**src/rtl/wrr_quantum_sched.sv**
```systemverilog
// Four-requester weighted round-robin arbiter: each owner holds the grant for up
// to its own quantum of cycles, then hands over to the next requester in rr order.

module wrr_qslot #(
  parameter int QW              = 8,
  parameter int DEFAULT_QUANTUM = 10
) (
  input  logic          clk,
  input  logic          rst,
  input  logic          we,
  input  logic [QW-1:0] wdata,
  output logic [QW-1:0] load_val
);
  logic [QW-1:0] q;

  always_ff @(posedge clk or posedge rst)
    if (rst)     q <= QW'(DEFAULT_QUANTUM);
    else if (we) q <= wdata;

  // A quantum of 0 behaves as 1, so both load a counter of 0.
  assign load_val = (q == '0) ? '0 : q - 1'b1;
endmodule

module wrr_quantum_sched #(
  parameter int QW              = 8,
  parameter int DEFAULT_QUANTUM = 10
) (
  input  logic          clk,
  input  logic          rst,
  input  logic          req0,
  input  logic          req1,
  input  logic          req2,
  input  logic          req3,
  input  logic          cfg_we,
  input  logic [1:0]    cfg_sel,
  input  logic [QW-1:0] cfg_quantum,
  output logic          gnt0,
  output logic          gnt1,
  output logic          gnt2,
  output logic          gnt3,
  output logic          gnt_valid,
  output logic [1:0]    gnt_id,
  output logic [QW-1:0] quantum_left,
  output logic          preempt
);
  localparam int NUM_REQ = 4;
  localparam logic [0:0] ST_IDLE  = 1'b0;
  localparam logic [0:0] ST_GRANT = 1'b1;

  logic [NUM_REQ-1:0]         req_v;
  logic [NUM_REQ-1:0][QW-1:0] load_val;

  logic [0:0]         state, nxt_state;
  logic [1:0]         owner, nxt_owner;
  logic [1:0]         ptr, nxt_ptr;
  logic [QW-1:0]      cnt, nxt_cnt;
  logic               nxt_pre;
  logic [NUM_REQ-1:0] gnt_r;
  logic               pre_r;

  logic [1:0] owner_inc;
  logic [1:0] srch_start;
  logic       srch_found;
  logic [1:0] srch_idx;

  assign req_v     = {req3, req2, req1, req0};
  assign owner_inc = owner + 2'd1;

  genvar g;
  generate
    for (g = 0; g < NUM_REQ; g++) begin : g_slot
      wrr_qslot #(.QW(QW), .DEFAULT_QUANTUM(DEFAULT_QUANTUM)) u_slot (
        .clk      (clk),
        .rst      (rst),
        .we       (cfg_we && (cfg_sel == 2'(g))),
        .wdata    (cfg_quantum),
        .load_val (load_val[g])
      );
    end
  endgenerate

  // Any handover searches from owner+1; idle arbitration searches from the pointer.
  assign srch_start = (state == ST_IDLE) ? ptr : owner_inc;

  always_comb begin
    srch_found = 1'b0;
    srch_idx   = 2'd0;
    for (int k = 0; k < NUM_REQ; k++) begin
      if (!srch_found && req_v[srch_start + 2'(k)]) begin
        srch_found = 1'b1;
        srch_idx   = srch_start + 2'(k);
      end
    end
  end

  always_comb begin
    nxt_state = state;
    nxt_owner = owner;
    nxt_ptr   = ptr;
    nxt_cnt   = cnt;
    nxt_pre   = 1'b0;
    if (state == ST_IDLE) begin
      if (srch_found) begin
        nxt_state = ST_GRANT;
        nxt_owner = srch_idx;
        nxt_cnt   = load_val[srch_idx];
      end
    end else if (!req_v[owner]) begin
      nxt_ptr = owner_inc;
      if (srch_found) begin
        nxt_owner = srch_idx;
        nxt_cnt   = load_val[srch_idx];
      end else begin
        nxt_state = ST_IDLE;
        nxt_owner = 2'd0;
        nxt_cnt   = '0;
      end
    end else if (cnt == '0) begin
      // Owner still requesting, so the search wraps back to it when nobody else is.
      nxt_ptr   = owner_inc;
      nxt_owner = srch_idx;
      nxt_cnt   = load_val[srch_idx];
      nxt_pre   = (srch_idx != owner);
    end else begin
      nxt_cnt = cnt - 1'b1;
    end
  end

  always_ff @(posedge clk or posedge rst) begin
    if (rst) begin
      state <= ST_IDLE;
      owner <= 2'd0;
      ptr   <= 2'd0;
      cnt   <= '0;
      gnt_r <= '0;
      pre_r <= 1'b0;
    end else begin
      state <= nxt_state;
      owner <= nxt_owner;
      ptr   <= nxt_ptr;
      cnt   <= nxt_cnt;
      gnt_r <= (nxt_state == ST_GRANT) ? (NUM_REQ'(1) << nxt_owner) : '0;
      pre_r <= nxt_pre;
    end
  end

  assign gnt0         = gnt_r[0];
  assign gnt1         = gnt_r[1];
  assign gnt2         = gnt_r[2];
  assign gnt3         = gnt_r[3];
  assign gnt_valid    = state;
  assign gnt_id       = owner;
  assign quantum_left = cnt;
  assign preempt      = pre_r;
endmodule
```
**config.mk**
```make
export PLATFORM = sky130hd
export DESIGN_NAME = wrr_quantum_sched
export DESIGN_NICKNAME = d
export VERILOG_FILES = /design/src/rtl/wrr_quantum_sched.sv
export SDC_FILE = /design/constraint.sdc
export NUM_CORES = 1
export LEC_CHECK = 0
export ABC_AREA = 1
export ABC_CLOCK_PERIOD_IN_PS = 3600
export CAP_MARGIN = 15
export CORE_MARGIN = 5
export CORE_UTILIZATION = 55
export CTS_CLUSTER_SIZE = 24
export DETAILED_ROUTE_END_ITERATION = 10
export PLACE_DENSITY = 0.77
export SLEW_MARGIN = 20
export SYNTH_ARGS = -nofsm -noshare
export SYNTH_HDL_FRONTEND = slang
export SYNTH_SLANG_ARGS = --single-unit
```
**constraint.sdc**
```tcl
create_clock -name clk -period 3.6 [get_ports clk]
set_clock_uncertainty 0.05 [all_clocks]
set_input_delay 0.54 -clock clk [delete_from_list [all_inputs] [get_ports clk]]
set_output_delay 0.54 -clock clk [all_outputs]
set_load 0.02 [all_outputs]
```
==> results_dict.tcl <==
set metrics [dict create \
    grt_max_degree 51 \
    final-hold-violation-count 0 \
    hold_start "g_slot[0].u_slot.q[7]" \
    io_pins 33 \
    drv_slew 0 \
    ys_warn_count 0 \
    clk_latency_ns 0.31 \
    vias_per_cell 5.260 \
    rows 29 \
    cts.path.max_buffers 2 \
    drive_above_1_share 0.08046 \
    postSynthCellCount 490 \
    synth_seq_cells 50 \
    yosys.area.top_type "dfrtp_1" \
    rsz0062_at_grt "no" \
    grt_pass1_vias 2960 \
    path_class "flop to flop" \
    root_buffer "clkbuf_8" \
    timing.rr.end "quantum_left[1]" \
    area_growth_syn_to_layout_pct 13.81 \
    synth_top_area_share 0.3037 \
    clock_sinks 50 \
    drv_cap 0 \
    antenna_found_initial 0 \
    ctsHoldBuffers 0 \
    start_util 0.5545 \
    setup_viol 0 \
    finalCritPeriodShare 0.7647 \
    ys_async_sr_fraction 1.000 \
    synth_edf_count 0 \
    startpoint_type "flop" \
    wl_per_cell_um 12.86 \
    cts_resized 0 \
    p_leak_nw 1.981 \
    hp-class "flop to flop" \
    dieArea_um2 7979 \
    syn_area_um2 3461 \
    hold_path_end "g_slot[0].u_slot.q[7]" \
    power.density_nw_per_um2 1046 \
    max_slew_margin 0.4387 \
    reg2reg_slack_ns 0.85 \
    fillers 578 \
    n_antenna_cell 0 \
    r2r_cells 14 \
    holdWs_ns 0.4475 \
    postCtsSetupRepairBufs 0 \
    post-dp-hpwl_um 6081 \
    whs_path_depth 2 \
    core_area_um2 6241 \
    drc_errors 0 \
    synth.distinct_cells 31 \
    grt_pass1_wl_um 13240 \
    portBuffers 32 \
    die_w_um 89.33 \
    critical_path_arrival_ns 2.90 \
    cts_htree_levels 2 \
    vias 3151 \
    synth_nets 516 \
    cp-end-kind "flop" \
    fin_nets 547 \
    r2r_start "gnt_id[0]" \
    cts_tree "built" \
    numCtsBuffers 5 \
    globalplace.congestion 0.8984 \
    tns_ns 0 \
    ir_drop_v 0.0006977 \
    die_y_um 89.33 \
    drt_first_pass_iters 5 \
    seq_area_frac_synth 0.3644 \
    grt_use_total 0.2104 \
    ys.flop_type "dfrtp_1" \
    grt-ovfl-total 0 \
    crit_fanout 18 \
    fin_crit_ns 2.753 \
    antenna_left 0 \
    synth.area.top_cells "dfrtp_1 (30%), nand2_1 (16%), nand3_1 (7.1%)" \
    clkTransAtPathRegs_ns 0.09 \
    wl_um 7702 \
    worst-slew-pin-transition_ns 0.8419 \
    outcome "finished, final reports clean" \
    syn_area_per_cell_um2 7.063 \
    worstPathRequired_ns 3.75 \
    drt_iter0_markers 115 \
    fmax_mhz 363.3 \
]
## worst max-delay path by stage
stage | from | to | cells after the start
global placement | req3 | quantum_left[1] | 12
global route | gnt_id[0] | quantum_left[1] | 15
finish | gnt_id[0] | quantum_left[1] | 14
floorplan | gnt_id[0] | quantum_left[1] | 16
detailed placement | req0 | quantum_left[1] | 12
CTS | gnt_id[0] | quantum_left[1] | 14
## sequential cells by signal (all words and copies together) (netlist names)
register,cells
ptr,2
quantum_left,8
gnt_valid,1
gnt_r,4
preempt,1
g_slot.u_slot.q,32
gnt_id,2
## metal layers
metal / wire (um) / global-route usage / up-vias
li1: - / - / 1634
met1: 3470 / 0.2658 / 1427
met2: 3744 / 0.3664 / 73
met3: 296 / 0.02673 / 17
met4: 190 / 0.07848 / 0
met5: 0 / 0 / -
## cell usage in the layout, fill, tap and decap left out, types with 2 or more instances in the layout
master and count:
nand2_2 9, o21ai_0 43, nand3_2 3, o22ai_1 2, xnor2_1 7, dfstp_2 8
inv_2 5, a21oi_1 5, nor2_1 38, nor3_1 4, clkbuf_8 5, xor2_1 20
nand4_1 18, dfrtp_1 42, inv_1 61, ha_1 9, nand2_1 144, clkdlybuf4s50_1 32
nand3_1 49, nand2_4 3, nor4_1 2
## cell usage after synthesis (2+ instances only)
cell and count:
nand2_1 144, ha_1 9, dfrtp_1 42, nand3_2 3, dfstp_2 8, nor4_1 2, buf_4 2, nor2_1 38
o22ai_1 2, nand2_2 9, inv_1 62, nor3_1 4, clkbuf_1 4, nand4_1 18, xnor2_1 7, nand2_4 3
nand3_1 49, buf_6 2, xor2_1 20, a21oi_1 5, o21ai_0 43, inv_2 5
## per-stage QoR
stage                     area (um2)  utilization  power [mW]  setup slack, ns  cells
after global routing            3939       0.6311       4.555           0.5463    599
after CTS                       3938       0.6309       4.124           0.8882    599
after detailed placement        3827       0.6133       3.700           0.7900    591
after floorplan                 3461            -       3.131            1.416    490
final                           3939       0.6311       4.119           0.8471    599
after global placement          3827       0.6133       3.630           0.8465    591
## cell families (layout without fill, tap and decap cells)
family                   count (synthesis)  in the layout  share of synthesized area
AND/OR/NAND/NOR                        276            276                     0.3688
buffers and inverters                   76            108                    0.08929
AO/OA/AOI/OAI                           52             52                    0.07664
flip-flops                              50             50                     0.3644
XOR/XNOR                                27             27                    0.06833
adder cells (fa/ha/maj)                  9              9                    0.03254
## worst max-delay path, cell delays in order, from the launching register on
cell	delay, ns
dfrtp_1	0.60
inv_2	0.11
nand2_1	0.10
nand3_1	0.13
nand2_1	0.17
nand2_1	0.08
and2_1	0.26
nand2_1	0.13
nand2_1	0.30
nand2_4	0.32
inv_1	0.10
nand2_1	0.10
o21ai_0	0.09
nand2_1	0.06
nand2_1	0.05
## cell type report
cell class | instances | area [um2] | share of cell area
Timing Repair Buffer | 33 | 327.8 | 0.08323
Multi-Input combinational cell | 364 | 1891 | 0.4800
Sequential cell | 50 | 1261 | 0.3202
Clock inverter | 2 | 37.54 | 0.009530
Clock buffer | 6 | 72.57 | 0.01842
Tap cell | 77 | 96.34 | 0.02446
Inverter | 67 | 252.7 | 0.06417
## power breakdown
part | internal (mW) | leakage [nW] | switching, mW
sequential | 0.742 | 0.606 | 0.151
combinational | 0.965 | 1.32 | 1.86
clock | 0.208 | 0.0514 | 0.196
(Power assumes the default switching activity.)
